### src/rtl/adder_tree_acc_if.sv
// Beat-in / packet-sum-out handshake bundle for adder_tree_acc.
// master = the environment (upstream source plus downstream sink), slave = the block.
interface adder_tree_acc_if #(
    parameter int W  = 16,
    parameter int N  = 4,
    parameter int AW = 8
);
    localparam int OW = W + $clog2(N) + AW;

    logic            I_VALID;
    logic            O_READY;
    logic [N*W-1:0]  I_DATA;
    logic            I_LAST;
    logic            O_VALID;
    logic            I_READY;
    logic [OW-1:0]   O_SUM;

    modport master (
        output I_VALID, I_DATA, I_LAST, I_READY,
        input  O_READY, O_VALID, O_SUM
    );

    modport slave (
        input  I_VALID, I_DATA, I_LAST, I_READY,
        output O_READY, O_VALID, O_SUM
    );
endinterface

### src/rtl/adder_tree_acc.sv
// Pipelined N-lane adder tree feeding a packet accumulator.
// The tree is held as a heap: node i has children 2i and 2i+1, leaves P..2P-1
// are the extended input lanes, internal nodes 1..P-1 are registered, so a
// beat reaches the root after S = clog2(N) edges. One global enable stalls
// the whole pipe whenever the output register is full and not being taken.
module adder_tree_acc #(
    parameter int W      = 16,
    parameter int N      = 4,
    parameter int AW     = 8,
    parameter int SIGNED = 0
) (
    input logic          I_CLK,
    input logic          I_RST_N,
    adder_tree_acc_if.slave bus
);
    localparam int S  = $clog2(N);
    localparam int P  = 1 << S;
    // Every tree node is kept at the final tree width; the sum of P lanes
    // always fits, so lower stages simply carry redundant top bits.
    localparam int TW = W + S;
    localparam int OW = W + S + AW;

    logic            en;
    logic            accept;
    logic [P*W-1:0]  data_pad;
    logic [W-1:0]    lane;
    logic [TW-1:0]   node_v [2:2*P-1];
    logic [TW-1:0]   node_d [1:P-1];
    logic [TW-1:0]   node_q [1:P-1];
    logic [S:1]      vld_pipe;
    logic [S:1]      last_pipe;
    logic [OW-1:0]   tree_ext;
    logic [OW-1:0]   sum_next;
    logic [OW-1:0]   acc;
    logic            first;
    logic            out_vld;
    logic [OW-1:0]   out_sum;

    assign en          = !out_vld || bus.I_READY;
    assign accept      = bus.I_VALID && en;
    assign bus.O_READY = en;
    assign bus.O_VALID = out_vld;
    assign bus.O_SUM   = out_sum;

    // Extend lanes (padding lanes are zero, so they add nothing) and form
    // the next value of every internal tree node.
    always_comb begin
        data_pad = '0;
        data_pad[N*W-1:0] = bus.I_DATA;
        lane = '0;
        for (int i = 2; i < P; i++) node_v[i] = node_q[i];
        for (int k = 0; k < P; k++) begin
            lane = data_pad[k*W +: W];
            node_v[P+k] = {TW{(SIGNED != 0) && lane[W-1]}};
            node_v[P+k][W-1:0] = lane;
        end
        for (int i = 1; i < P; i++) node_d[i] = node_v[2*i] + node_v[2*i+1];
    end

    // Root extended to the output width, then added onto the running total.
    always_comb begin
        tree_ext = {OW{(SIGNED != 0) && node_q[1][TW-1]}};
        tree_ext[TW-1:0] = node_q[1];
        sum_next = (first ? '0 : acc) + tree_ext;
    end

    // Tree registers with their valid/last shift registers; all hold on stall.
    always_ff @(posedge I_CLK or negedge I_RST_N) begin
        if (!I_RST_N) begin
            for (int i = 1; i < P; i++) node_q[i] <= '0;
            vld_pipe  <= '0;
            last_pipe <= '0;
        end else if (en) begin
            for (int i = 1; i < P; i++) node_q[i] <= node_d[i];
            vld_pipe[1]  <= accept;
            last_pipe[1] <= bus.I_LAST;
            for (int s = 2; s <= S; s++) begin
                vld_pipe[s]  <= vld_pipe[s-1];
                last_pipe[s] <= last_pipe[s-1];
            end
        end
    end

    // Packet accumulator; the last beat publishes the total and rearms 'first'.
    always_ff @(posedge I_CLK or negedge I_RST_N) begin
        if (!I_RST_N) begin
            acc     <= '0;
            first   <= 1'b1;
            out_vld <= 1'b0;
            out_sum <= '0;
        end else if (en) begin
            if (vld_pipe[S]) begin
                if (last_pipe[S]) begin
                    out_sum <= sum_next;
                    out_vld <= 1'b1;
                    acc     <= '0;
                    first   <= 1'b1;
                end else begin
                    acc     <= sum_next;
                    first   <= 1'b0;
                    out_vld <= 1'b0;
                end
            end else begin
                out_vld <= 1'b0;
            end
        end
    end
endmodule

### src/flat_wrapper.sv
// flat-port wrapper written by rule: the top's interface ports become plain ports
module adder_tree_acc_flat 
#(
    parameter int W      = 16,
    parameter int N      = 4,
    parameter int AW     = 8,
    parameter int SIGNED = 0
)
  (I_CLK, I_RST_N, bus_I_VALID, bus_I_DATA, bus_I_LAST, bus_I_READY, bus_O_READY, bus_O_VALID, bus_O_SUM);
  adder_tree_acc_if #(.W(W), .N(N), .AW(AW)) bus_i ();
  input logic I_CLK;
  input logic I_RST_N;
  input wire logic [$bits(bus_i.I_VALID)-1:0] bus_I_VALID;
  input wire logic [$bits(bus_i.I_DATA)-1:0] bus_I_DATA;
  input wire logic [$bits(bus_i.I_LAST)-1:0] bus_I_LAST;
  input wire logic [$bits(bus_i.I_READY)-1:0] bus_I_READY;
  output wire logic [$bits(bus_i.O_READY)-1:0] bus_O_READY;
  output wire logic [$bits(bus_i.O_VALID)-1:0] bus_O_VALID;
  output wire logic [$bits(bus_i.O_SUM)-1:0] bus_O_SUM;
  assign bus_i.I_VALID = bus_I_VALID;
  assign bus_i.I_DATA = bus_I_DATA;
  assign bus_i.I_LAST = bus_I_LAST;
  assign bus_i.I_READY = bus_I_READY;
  assign bus_O_READY = bus_i.O_READY;
  assign bus_O_VALID = bus_i.O_VALID;
  assign bus_O_SUM = bus_i.O_SUM;
  adder_tree_acc #(.W(W), .N(N), .AW(AW), .SIGNED(SIGNED)) u_core (.I_CLK(I_CLK), .I_RST_N(I_RST_N), .bus(bus_i));
endmodule
### config.mk
export PLATFORM = sky130hd
export DESIGN_NAME = adder_tree_acc_flat
export DESIGN_NICKNAME = d
export VERILOG_FILES = /design/src/rtl/adder_tree_acc_if.sv /design/src/rtl/adder_tree_acc.sv /design/src/flat_wrapper.sv
export SDC_FILE = /design/constraint.sdc
export NUM_CORES = 1
export LEC_CHECK = 0
export ABC_AREA = 1
export CAP_MARGIN = 5
export CELL_PAD_IN_SITES_DETAIL_PLACEMENT = 2
export CELL_PAD_IN_SITES_GLOBAL_PLACEMENT = 2
export CORE_MARGIN = 1.5
export CORE_UTILIZATION = 33
export CTS_BUF_LIST = sky130_fd_sc_hd__clkbuf_8 sky130_fd_sc_hd__clkbuf_16
export CTS_CLUSTER_DIAMETER = 100
export DETAILED_ROUTE_END_ITERATION = 8
export DONT_BUFFER_PORTS = 1
export PLACE_DENSITY = 0.87
export SYNTH_ARGS = -nofsm -noshare
export SYNTH_HDL_FRONTEND = slang
export SYNTH_SLANG_ARGS = --single-unit
### constraint.sdc
create_clock -name I_CLK -period 2.69 [get_ports I_CLK]
set_clock_uncertainty 0.15 [all_clocks]
set_input_delay 0.538 -clock I_CLK [delete_from_list [all_inputs] [get_ports I_CLK]]
set_output_delay 0.538 -clock I_CLK [all_outputs]
set_load 0.02 [all_outputs]
# Yosys cells after proc, flatten, opt, wreduce, memory -nomap -nowiden
# Index checks and enable logic that the tools add are counted.
# totals
regBits	112
inputBits	69
output_inout_bits	28
word_cells	22
# op_classes
addsub	4
mux	4
n_reduce_logical	5
# ops
cell	count
2-to-1 mux 26 bit	2
adder 16 x 16 -> 17 bit	2
adder 26 x 18 -> 26 bit	1
adder 18 bit	1
AND reduction 3 bit	1
2-to-1 mux 1 bit	2
AND reduction 2 bit	1
logical AND 1 bit	1
logical NOT 1 bit	1
logical OR 1 bit	1

# Logic depth before layout (Yosys ltp)
# Gate-level depths: netlist (run 1).
# depth
ltp_word	3
mapped_depth	16
depth_no_buf	15

# Worst setup path after synthesis (run 1)
# OpenSTA, ideal clock, no wires.
# synth_timing
kind	flip-flop to flip-flop
from	reg u_core.first
to	reg u_core.acc[18]
setup_time_ns	0.117
arrival_ns	2.518
t_required_ns	2.423
setup_slack_ns	-0.096
stages_incl_launch_ff	16
path_buffers	2
synth_period_minus_slack_ns	2.786
cell_sequence	dfstp_2 clkbuf_1 buf_1 nor2_1 ha_1 fa_1 nand3_1 nand2_1 nand2_1 nand2_1 nand2_1 nand2_1 nand2_1 nand3_1 nand3_1 nand2_1
# synth_via
elab_chain_cells	3
# synth_lines
item	line_no	text
from (decl)	adder_tree_acc.sv:35	logic first;
from (signal assigned)	adder_tree_acc.sv:88	first <= 1'b1;
from (signal assigned)	adder_tree_acc.sv:97	first <= 1'b1;
from (signal assigned)	adder_tree_acc.sv:100	first <= 1'b0;
2-to-1 mux 26 bit	adder_tree_acc.sv:64	sum_next = (first ? '0 : acc) + tree_ext;
adder 26 x 18 -> 26 bit	adder_tree_acc.sv:64	
2-to-1 mux 26 bit	adder_tree_acc.sv:93	if (last_pipe[S]) begin
to (signal assigned)	adder_tree_acc.sv:99	acc <= sum_next;
to (decl)	adder_tree_acc.sv:34	logic [OW-1:0] acc;
# Every way passes these cells.
# A chain may end at the register's enable or synchronous reset.

# Worst setup path after layout (run 1)
# layout_timing
from	reg u_core.first
to	reg u_core.acc[11]
# The elaborated chain is that of the path after synthesis.

==> impl_metrics.tcl, run 1 <==
set metrics [dict create \
    grt_pass1_wl_um 45830 \
    hold_path.class "input port to asynchronous set/reset pin" \
    pwr-share-comb_pct 56.6 \
    via_count 8058 \
    clock_path_buffers 2 \
    pwr-share-seq_pct 29.8 \
    intPower_uw 4834 \
    cp_max_fo 13 \
    clock_sinks 110 \
    clockPowerShare_pct 13.7 \
    path_class "register to register" \
    wl_per_cell_um 18.20 \
    drv_cap 0 \
    cts_made_buffers 9 \
    die_y_um 161.2 \
    place_inst 1533 \
    cts_tree "yes" \
    slew_headroom_pct 56.21 \
    die_w_um 161.2 \
    cts_root_buf "clkbuf_16" \
    peakVddDrop_mv 0.4004 \
    io-pin-count 97 \
    die_area_um2 25990 \
    timing.hold.ws_ns -0.2915 \
    vias_per_cell 5.192 \
    num_rows 57 \
    htreeDepth 3 \
    hold_violations 110 \
    avgSynthCellArea_um2 6.788 \
    fmax_mhz 380.4 \
    worst_slew_pin_slew_ns 0.6568 \
    initialDrtViolationCount 320 \
    first_global_vias 8952 \
    synth_seq_area_share_pct 33.34 \
    drive_above_1_share_pct 6.678 \
    violations "hold timing" \
    min_period_ns 2.629 \
    synth_cells 1217 \
    drt.antenna.violating_nets 0 \
    status "finished with violations" \
    ys_types 35 \
    insertion_delay_ns 0.37 \
    rsz0062_at_grt "true" \
    power.total_uw 9844 \
    crit_path_end_kind "register" \
    ys_seq_elements 110 \
    layout_commonest_cell "nand2_1" \
    drt-total-wl_um 28250 \
    antenna_found_initial 0 \
    critPathLaunchType "register" \
    final_cell_mix "nand2_1 (412), inv_1 (147), nand3_1 (113)" \
    grt_max_degree 111 \
    core_um2 24460 \
    final-setup-viol-count 0 \
    yosysTopAreaCellShare_pct 33.02 \
    drc 0 \
    p_leak_uw 0.004691 \
    place.gp.congestion 0.8964 \
    power.switching_uw 5010 \
    synth_nets 1357 \
    final_cells 1552 \
    overflow 0 \
    grt_use_total_pct 22.06 \
    first_pass_iters 4 \
    fin_util_pct 37.17 \
    synth_top_area_cell "dfrtp_1" \
    crit_required_ns 2.77 \
    portBuffers 0 \
    min_period_over_period_pct 97.73 \
    nets 1363 \
    final.setup.tns_ns 0 \
    cp.arrival_ns 2.70 \
    n_antenna_cell 0 \
    syn_area_um2 8260 \
    hpwlAfterDp_um 22040 \
    initial_core_util_pct 33.77 \
    area_delta_synth_final_pct 10.09 \
    switching_share_pct 50.89 \
    clk_pin_slew_worst_paths_ns 0.08 \
    synthTopCellsByArea "dfrtp_1 (33%), nand2_1 (19%), ha_1 (10%)" \
    p_per_area_nw_per_um2 1082 \
    drv_slew 0 \
    ys_warn_count 0 \
    fin_ws_ns 0.06103 \
    place_ws_ns -0.1418 \
]
==> routing by layer <==
metal	up-vias	global-route usage [%]	wire [µm]
li1	3946	-	-
met1	3944	26.84	12470
met2	127	40.93	14430
met3	41	1.618	650
met4	0	7.449	707
met5	-	0	0
==> cell type report <==
cell class | instances | area [µm²]
well taps | 324 | 405.4
flip-flops and latches | 110 | 2754
clock inverters | 6 | 46.29
multi-input cells | 934 | 4935
repair buffers | 18 | 151.4
inverters | 150 | 563.0
fillers | 2968 | 15370
clock buffers | 10 | 239.0
==> power groups by stage <==
| stage | Combinational (µW) | Clock [µW] | Sequential [µW] |
|---|---|---|---|
| finish | 5570 | 1350 | 2930 |
| global route | 6270 | 1430 | 3010 |
| CTS | 5430 | 1380 | 2930 |
| detailed placement | 5270 | 0 | 2970 |
| global placement | 4920 | 0 | 2940 |
| floorplan | 3760 | 0 | 2780 |
==> repair_timing <==
action	CTS	global route
cloned	0	0
resized for setup	4	28
pin swaps	1	2
setup endpoints to repair	10	33
buffers inserted	3	0
hold endpoints to repair	110	110
==> final timing paths <==
kind	end	depth (start not counted)	slack, ns	start
max	u_core.acc[11]$_DFFE_PN0P_	12	0.06	u_core.first$_DFFE_PN1P_
min	u_core.bus.O_SUM[2]$_DFFE_PN0P_	0	-0.29	I_RST_N
max reg2reg	u_core.acc[11]$_DFFE_PN0P_	12	0.06	u_core.first$_DFFE_PN1P_
min reg2reg	u_core.node_q[26]$_DFFE_PN0N_	2	0.34	u_core.node_q[26]$_DFFE_PN0N_
max in group asynchronous	u_core.first$_DFFE_PN1P_	0	2.50	I_RST_N
min in group I_CLK	u_core.vld_pipe[1]$_DFFE_PN0N_	2	0.14	bus_I_VALID
==> cells by family after synthesis <==
group	count (synthesis)	synth area share (%)
AND/OR/NAND/NOR	682	34.28
adder cells (fa/ha/maj)	71	11.12
flip-flops	110	33.34
AO/OA/AOI/OAI	156	10.54
buffers and inverters	173	8.073
XOR/XNOR	25	2.651
==> sequential cells by signal (all words and copies together) (netlist names) <==
signal	flops
u_core.acc	26
u_core.bus.O_SUM	26
u_core.bus.O_VALID	1
u_core.first	1
u_core.last_pipe	2
u_core.node_q	52
u_core.vld_pipe	2
==> cells in the mapped netlist <==
library cell  instances
dfstp_2               1
clkbuf_2              1
nand3_1             115
a21oi_1              55
o22ai_1              11
inv_2                 4
o21ai_1               1
xnor2_1              19
inv_1               146
o21bai_1             13
nor4_1                1
a21boi_2              2
a21o_1                1
o211ai_1              2
nor2_2                2
buf_2                 7
nor2_4                3
a211oi_1              2
ha_1                 67
clkbuf_1             12
dfrtp_1             109
a31oi_1              11
o21ai_0              56
nand2_1             420
or2_2                 9
nand3_2               1
nand4_1              14
buf_6                 1
nor2_1              102
o21a_1                2
buf_1                 2
nand3b_1              6
fa_1                  4
nor3_1                9
xor2_1                6
==> stage by stage <==
step           hold slack [ns]  cell area, µm²
2_1_floorplan          0.09241            8262
3_3_place_gp           0.09514            8687
3_5_place_dp           0.09478            8687
4_1_cts                -0.3048            9006
5_1_grt                -0.3058            9094
6_report               -0.2915            9094
==> worst max-delay path: stages (launching register included) <==
cell	delay (ns)
dfstp_2	0.60
buf_6	0.19
nor2_1	0.09
ha_2	0.31
nand2_2	0.15
inv_1	0.06
nand2_1	0.07
nand2_1	0.11
inv_1	0.10
nand2_1	0.14
nor2_2	0.20
xor2_2	0.21
o22ai_1	0.10
Note: power is estimated with default switching activity, not from simulation.
==> inputs of run 2 (changes only) <==
--- a/config.mk
+++ b/config.mk
@@ -12,7 +12,6 @@
 export CORE_MARGIN = 1.5
 export CORE_UTILIZATION = 33
 export CTS_BUF_LIST = sky130_fd_sc_hd__clkbuf_8 sky130_fd_sc_hd__clkbuf_16
-export CTS_CLUSTER_DIAMETER = 100
 export DETAILED_ROUTE_END_ITERATION = 8
 export DONT_BUFFER_PORTS = 1
 export PLACE_DENSITY = 0.87
==> results of run 2 <==
Final layout, timing and power as in run 1 (identical DEF).
==> inputs of run 3 (changes only) <==
--- a/config.mk
+++ b/config.mk
@@ -10,11 +10,11 @@
 export CELL_PAD_IN_SITES_DETAIL_PLACEMENT = 2
 export CELL_PAD_IN_SITES_GLOBAL_PLACEMENT = 2
 export CORE_MARGIN = 1.5
-export CORE_UTILIZATION = 33
+export CORE_UTILIZATION = 36
 export CTS_BUF_LIST = sky130_fd_sc_hd__clkbuf_8 sky130_fd_sc_hd__clkbuf_16
 export DETAILED_ROUTE_END_ITERATION = 8
 export DONT_BUFFER_PORTS = 1
-export PLACE_DENSITY = 0.87
+export PLACE_DENSITY = 0.9
 export SYNTH_ARGS = -nofsm -noshare
 export SYNTH_HDL_FRONTEND = slang
 export SYNTH_SLANG_ARGS = --single-unit
==> constraint.sdc (replaced) <==
create_clock -name I_CLK -period 2.5 [get_ports I_CLK]
set_clock_uncertainty 0.15 [all_clocks]
set_input_delay 0.5 -clock I_CLK [delete_from_list [all_inputs] [get_ports I_CLK]]
set_output_delay 0.5 -clock I_CLK [all_outputs]
set_load 0.02 [all_outputs]
==> run 3 against run 2 <==
The flow finishes with violations (hold timing, setup timing). First-iteration DRC count rose by 63%. Non-clock buffer count is 42 higher. Worst setup slack got worse by 0.39 ns. Count of clock-buffer cells in the layout is the same.
==> impl_metrics.tcl, run 3 (same netlist as run 1, synthesis figures left out) <==
set metrics [dict create \
    via_count 9127 \
    insertion_delay_ns 0.40 \
    path_common_cell "nand2_1" \
    drv_slew 0 \
    portBuffers 0 \
    routed.top_layer "met4" \
    grt_pass1_wl_um 49850 \
    wl_per_cell_um 27.11 \
    cp_max_fo 4 \
    htreeDepth 3 \
    status "finished with violations" \
    peakVddDrop_mv 0.5852 \
    drt.antenna.violating_nets 0 \
    drc 0 \
    clock_path_buffers 2 \
    worst_slew_pin_slew_ns 0.6105 \
    n_antenna_cell 0 \
    io-pin-count 97 \
    p_leak_uw 0.005313 \
    crit_required_ns 2.59 \
    wl_met2_um 21440 \
    final_cell_mix "nand2_1 (346), inv_1 (128), dfrtp_1 (109)" \
    clk_pin_slew_worst_paths_ns 0.09 \
    slowest_delay_ns 0.49 \
    first_global_vias 9428 \
    hpwlAfterDp_um 22640 \
    core_um2 22570 \
    path_class "register to register" \
    power.total_uw 14440 \
    fmax_mhz 353.2 \
    overflow 0 \
    routed-wl-met3_um 1959 \
    area_delta_synth_final_pct 27.83 \
    first_pass_iters 5 \
    critPathLaunchType "register" \
    final-setup-viol-count 35 \
    drv_cap 0 \
    hold_violations 110 \
    die_y_um 154.5 \
    initialDrtViolationCount 520 \
    routedLengthMet1_um 15960 \
    timing.hold.ws_ns -0.3581 \
    crit_chain "ha_1 > fa_1 > nand3_1 > nand2_1 > nand2_1 > nand2_1 > nand3_1 > nand2_1 > nand2_1 > nand2_1 > o21ai_0" \
    grt_max_degree 111 \
    critPathBufInv 0 \
    min_period_over_period_pct 113.3 \
    critPathSlowestCell "fa_1" \
    rsz0062_at_grt "true" \
    antenna_found_initial 0 \
    cp.arrival_ns 2.92 \
    slew_headroom_pct 59.25 \
    cts_made_buffers 9 \
    cts_tree "yes" \
    fin_ws_ns -0.3313 \
    drive_above_1_share_pct 23.23 \
    cp_top_family "simple AND/OR/NAND/NOR gates" \
    nets 1405 \
    place.gp.congestion 0.8832 \
    p_per_area_nw_per_um2 1367 \
    vias_per_cell 5.869 \
    violations "hold timing, setup timing" \
    crit_path_end_kind "register" \
    initial_core_util_pct 36.60 \
    top_register "u_core.node_q" \
    drt-total-wl_um 42160 \
    hold_path.class "input port to asynchronous set/reset pin" \
    num_rows 55 \
    layout_commonest_cell "nand2_1" \
    min_period_ns 2.831 \
    clock_sinks 110 \
    die_w_um 154.5 \
    grt_use_total_pct 26.66 \
    die_area_um2 23860 \
    cts_root_buf "clkbuf_16" \
    largest_register_ff_count 52 \
    place_ws_ns -0.1202 \
]
-- run 3: cell types whose count changed in the layout (fill, tap and decap cells not counted), sizes merged --
cell,change
buf,+41
clkbuf,+1
inv,-1
clkinvlp,-2
clkinv,+3
-- run 3: power by group --
group          leakage [µW]  internal, µW  switching (µW)
clock network      0.000139           713             846
logic               0.00382          3320            6190
registers           0.00136          2480             893
total               0.00531          6510            7930
-- run 3: final timing paths --
| check | startpoint | to | slack [ns] | cells past startpoint |
|---|---|---|---|---|
| max in group asynchronous | I_RST_N | u_core.first$_DFFE_PN1P_ | 2.37 | 0 |
| worst min-delay path | I_RST_N | u_core.bus.O_SUM[3]$_DFFE_PN0P_ | -0.36 | 0 |
| worst max register to register | u_core.node_q[0]$_DFFE_PN0N_ | u_core.node_q[48]$_DFFE_PN0N_ | -0.33 | 11 |
| min in group I_CLK | bus_I_LAST | u_core.last_pipe[1]$_DFFE_PN0N_ | 0.07 | 2 |
| worst min register to register | u_core.node_q[30]$_DFFE_PN0N_ | u_core.node_q[30]$_DFFE_PN0N_ | 0.35 | 2 |
| worst max-delay path | u_core.node_q[0]$_DFFE_PN0N_ | u_core.node_q[48]$_DFFE_PN0N_ | -0.33 | 11 |
-- run 3: per-stage QoR --
stage	util (%)	TNS, ns	std cells	area, µm²
after floorplan	-	0	1217	8274
after global placement	38.98	-0.04017	1512	8798
after detailed placement	38.98	-1.638	1512	8798
after CTS	40.93	-0.006144	1530	9238
after global routing	46.78	-6.663	1555	10560
final	46.78	-4.425	1555	10560
-- run 3: layout make-up --
cell class | instances | area (µm²)
timing repair buffer | 60 | 568.0
fill | 2580 | 12010
clock inverter | 6 | 43.79
inverter | 150 | 568.0
multi-input combinational | 934 | 6030
tap | 285 | 356.6
clock buffer | 10 | 239.0
sequential | 110 | 2754
-- run 3: per-layer routing --
layer / global-route usage [%] / vias up
li1: - / 4028
met1: 30.69 / 4599
met2: 49.87 / 338
met3: 3.166 / 162
met4: 10.90 / 0
met5: 0 / -
-- run 3: what timing repair did --
item                                   4_1_cts  5_1_grt
endpoints found under the hold margin      110      110
gates resized for setup                     33      268
gates cloned                                 0        1
pin swaps                                    2       90
setup endpoints to repair                   40       40
setup buffers                                2       24
==> RTL change 1, RTL diff (config.mk and constraints of run 1) <==
`SIGNED` is set to 0 in 2 places; all go to 1.
--- a/src/rtl/adder_tree_acc.sv
+++ b/src/rtl/adder_tree_acc.sv
@@ -7,7 +7,7 @@
     parameter int W      = 16,
     parameter int N      = 4,
     parameter int AW     = 8,
-    parameter int SIGNED = 0
+    parameter int SIGNED = 1
 ) (
     input logic          I_CLK,
     input logic          I_RST_N,
--- a/src/flat_wrapper.sv
+++ b/src/flat_wrapper.sv
@@ -4,7 +4,7 @@
     parameter int W      = 16,
     parameter int N      = 4,
     parameter int AW     = 8,
-    parameter int SIGNED = 0
+    parameter int SIGNED = 1
 )
   (I_CLK, I_RST_N, bus_I_VALID, bus_I_DATA, bus_I_LAST, bus_I_READY, bus_O_READY, bus_O_VALID, bus_O_SUM);
   adder_tree_acc_if #(.W(W), .N(N), .AW(AW)) bus_i ();
Function: changed (Yosys sat finds a counterexample within 4 cycles, from zero or initial values and one cycle with I_RST_N low).
==> RTL change 1 against run 1 <==
  * The flow still finishes with violations (negative hold slack)
  * Cell area up 4.6%
  * Routed wire length is 5.6% higher
  * Worst hold slack lost 15 ps
  * Setup slack improved by 2.7 ps
  * Total power increased by 15%
  * Sequential cell count is the same
  * Synthesized area rose by 5.8%
  * Core utilization fell by 0.66 points
==> RTL change 1: results (changes against run 1) <==
status finished, violations left; failing checks negative hold slack; CTS HTree Levels 3 (unchanged); Fin Hold WS -306.2 ps (-14.75 ps); clk_lat worst skew around 380 ps; largest cells by area after synthesis dfrtp_1 (31%), nand2_1 (20%), ha_1 (11%); HP Class in2async; Worst Max-Slew Pin Slew 714.4 ps (+57.62 ps); Root Driver clkbuf_16; first-pass GRT wire length 48910 um (+6.7%); Bufs on Longest Clock Path 2 (unchanged); number of CTS-inserted buffers 9 (unchanged); all-layer global routing usage 22.00% (-0.066 points); Synth Flop Type dfrtp_1; clock slew at reported path FFs 80 ps (about the same); largest reg by FF count u_core.node_q; Peak VDD IR 437.0 uV (+9.2%); layout cell share with drive strength beyond 1 6.528% (-0.15 points); Hold Fails Final Rpt 110 (unchanged); gpl congestion 0.8559 (-4.5%); max reg flops 52 (unchanged); ant diodes 0 (unchanged); Via Count 8440 (+4.7%); post-synthesis async set-or-reset flop share 100.0% (unchanged); Detail Placement HPWL 23190 um (+5.2%); DR iter-0 viols 233 (-27%); area of placed instances 9114 um^2 (+4.9%); design area 9515 um^2 (+4.6%); peak fanout along the critical path 15 (+2); synth warn 0 (unchanged); number of port buffers 0 (unchanged); sequential fraction of the synthesis area 31.50% (-1.8 points); commonest cells in the synthesized netlist nand2_1 (476), inv_1 (171), nand3_1 (111), dfrtp_1 (109), nor2_1 (96); drt first pass iters 4 (unchanged); WL per Instance 18.23 um (+0.15%); vias in the first global route 9546 (+6.6%); crit path DAT 2740 ps (+40 ps); initial antenna violation count 0 (unchanged); Pleak 5.042 nW (+7.5%); synth unique cells 41 (+17%); largest net degree at the start of global routing 111 (unchanged); FILL cells 3218 (+8.4%); Final nets 1444 (+5.9%)
==> RTL change 1: worst paths after layout <==
check / start / slack (ps) / depth (start not counted) / endpoint
setup / recovery: u_core.first / 60 / 12 / u_core.acc[19]
min in group I_CLK: bus_I_VALID / 120 / 2 / u_core.vld_pipe[1]
max in group asynchronous: I_RST_N / 2490 / 0 / u_core.first
setup reg to reg: u_core.first / 60 / 12 / u_core.acc[19]
hold / removal: I_RST_N / -310 / 0 / u_core.bus.O_SUM[4]
hold reg to reg: u_core.acc[24] / 330 / 2 / u_core.acc[24]
==> RTL change 1: kinds of logic after synthesis <==
logic type	after synthesis	share of synthesized area [%]
compound gates	136	8.615
xor+xnor	29	2.991
fa+ha+maj	78	11.51
buf+inv	199	8.758
flops	110	31.50
simple gates	750	36.63
==> RTL change 1: stage by stage <==
stage               setup WS, ps  cells  util, %  TNS (ps)  total power, mW
global route              -47.94   1637    36.52    -155.4            12.34
finish                     63.72   1637    36.52         0            11.29
global placement           182.7   1620    34.97         0            9.184
CTS                        38.19   1636    36.17         0            11.22
floorplan                  288.8   1302        -         0            7.680
detailed placement         119.0   1620    34.97         0            9.628
==> RTL change 1: repair_timing <==
| item | in CTS | in global routing |
|---|---|---|
| hold endpoints to repair | 110 | 110 |
| endpoints found under the setup margin | 0 | 20 |
| gates resized for setup | 0 | 20 |
| buffers inserted | 0 | 1 |
==> RTL change 1: layer usage <==
metal,global-route usage (%),vias up,routed length [um]
li1,-,4123,-
met1,26.04,4124,12590
met2,40.76,145,15320
met3,2.860,48,1064
met4,7.286,0,867
met5,0,-,0
==> RTL change 1: critical path, stage by stage, from the launching register on <==
cell and delay [ps]:
dfstp_2 580, buf_12 160, nor2_1 80, ha_2 400, nand2_1 140, nor2_2 170
inv_1 80, nor2_2 130, nand4_1 200, nand3_1 150, nand2_1 90, nand3_1 100
nand2_1 60
==> RTL change 1: layout make-up <==
type,instances,area [um^2],area share [%]
Sequential cell,110,2754,28.94
Clock buffer,9,225.2,2.367
Inverter,177,666.9,7.009
Multi-Input combinational cell,993,5306,55.77
Tap cell,335,419.2,4.405
Clock inverter,7,86.33,0.9073
Timing Repair Buffer,6,57.56,0.6049
==> RTL change 1: power breakdown <==
part / internal (mW) / leakage, nW / total, mW / switching [mW]
clock network: 0.667 / 0.150 / 1.42 / 0.751
registers: 2.40 / 1.34 / 3.22 / 0.819
logic: 2.20 / 3.55 / 6.65 / 4.45
==> RTL change 2, RTL diff (settings of run 1) <==
Made on the original files. Make the reset (`I_RST_N`) synchronous in 2 clocked blocks.
--- a/src/rtl/adder_tree_acc.sv
+++ b/src/rtl/adder_tree_acc.sv
@@ -65,7 +65,7 @@
     end
 
     // Tree registers with their valid/last shift registers; all hold on stall.
-    always_ff @(posedge I_CLK or negedge I_RST_N) begin
+    always_ff @(posedge I_CLK) begin
         if (!I_RST_N) begin
             for (int i = 1; i < P; i++) node_q[i] <= '0;
             vld_pipe  <= '0;
@@ -82,7 +82,7 @@
     end
 
     // Packet accumulator; the last beat publishes the total and rearms 'first'.
-    always_ff @(posedge I_CLK or negedge I_RST_N) begin
+    always_ff @(posedge I_CLK) begin
         if (!I_RST_N) begin
             acc     <= '0;
             first   <= 1'b1;
Behaviour: differs if I_RST_N is asserted again (counterexample within 4 cycles, from zero or initial values and one cycle with I_RST_N low); with I_RST_N held inactive, the same outputs for 4 cycles.
==> RTL change 2 against run 1 <==
  * Setup slack improved by 150 ps
  * Count of clock-buffer cells in the layout unchanged
  * Sequential share of layout area is 1.3 points higher
  * First-iteration DRC count up 22%
  * Synthesized area fell by 4.2%
  * Routed wire length fell by 4.3%
  * Cell area fell by 5.1%
  * Sequential cell count did not move
  * Critical path type unchanged
Power is not compared: it rests on default switching activity, and its combinational part moved more than twofold at a synthesized area within 25%.
==> RTL change 2: results (changes against run 1) <==
status completed; HP Class in2reg; largest cells by area after synthesis edfxtp_1 (20%), nand2_1 (16%), dfxtp_1 (15%); FILL cells 2839 (-4.3%); Worst Max-Slew Pin Slew 736.2 ps (+79.42 ps); Bufs on Longest Clock Path 2 (unchanged); post_cts resized 0 (-4); first-pass GRT wire length 43070 um (-6.0%); # Post-CTS Setup Buffers 0 (-3); Top Layer Used met4; commonest cells in the synthesized netlist nand2_1 (331), inv_1 (163), nor2_1 (102), a21oi_1 (101), nand3_1 (79); ant diodes 0 (unchanged); met1 Use GR 24.53% (-2.3 points); drt first pass iters 4 (unchanged); worst slack, placed -59.42 ps (+82.37 ps); post-synthesis async set-or-reset flop share 0% (-100 points); met2 wire length 14140 um (-2.0%); Via Count 7633 (-5.3%); met3 Use GR 3.066% (+1.4 points); DR iter-0 viols 389 (+22%); peak fanout along the critical path 14 (+1); layout cell share with drive strength beyond 1 5.512% (-1.2 points); Slowest cell on crit path dfxtp_2; R2R setup slack 210 ps (+150 ps); synth unique cells 45 (+29%); EDFF count, synth 52 (+52); syn_nets 1273 (-6.2%); all-layer global routing usage 22.45% (+0.39 points); wl on met1 11110 um (-11%); vias in the first global route 8433 (-5.8%); WL met3 740 um (+14%); largest net degree at the start of global routing 56 (-50%); Max stage delay on crit path 390 ps (-210 ps); WL per Instance 18.49 um (+1.6%); Final nets 1278 (-6.2%); gpl congestion 0.9228 (+2.9%); crit path DAT 2590 ps (-110 ps)
-- RTL change 2: cell count changes in the layout (fill, tap and decap cells not counted), moves of 17 or more --
cell,change
inv_1,+17
a21oi_1,+47
dfxtp_1,+57
dfrtp_1,-109
edfxtp_1,+52
nand3_1,-34
nand2_1,-83
xnor2_1,-17
-- RTL change 2: kinds of logic (layout without fill, tap and decap cells) --
family	count (synthesis)	count (layout)	synth area share (%)
fa+ha+maj	71	71	11.60
simple gates	563	563	30.01
compound gates	194	194	13.88
xor+xnor	9	9	0.9958
flops	110	110	34.39
buf+inv	186	196	9.119
-- RTL change 2: power by group --
part	switching, mW	internal (mW)	leakage (nW)	total [mW]
combinational	0.706	0.335	2.92	1.04
sequential	0.0684	1.89	1.07	1.96
clock	0.667	0.652	0.134	1.32
total	1.44	2.88	4.12	4.32
-- RTL change 2: worst paths after layout --
kind / end / from / depth (start not counted)
worst max-delay path: u_core.bus.O_SUM[24] / u_core.first / 14
worst min-delay path: u_core.vld_pipe[1] / bus_I_VALID / 2
worst max register to register: u_core.bus.O_SUM[24] / u_core.first / 14
worst min register to register: u_core.last_pipe[2] / u_core.last_pipe[1] / 2
-- RTL change 2: layout make-up --
cell class              count  share of cell area, %
inverters                 168                  7.311
multi-input cells         837                  52.05
well taps                 319                  4.627
repair buffers             12                  1.233
clock inverters             6                 0.4352
flip-flops and latches    110                  31.58
clock buffers              10                  2.771
-- RTL change 2: stage by stage --
stage,TNS [ps],instance area [um^2],cells,hold WS [ps]
5_1_grt,0,8626,1462,154.3
4_1_cts,0,8608,1462,133.1
3_5_place_dp,-59.42,8332,1446,309.3
6_report,0,8626,1462,142.3
3_3_place_gp,0,8332,1446,301.5
2_1_floorplan,0,7916,1133,294.0
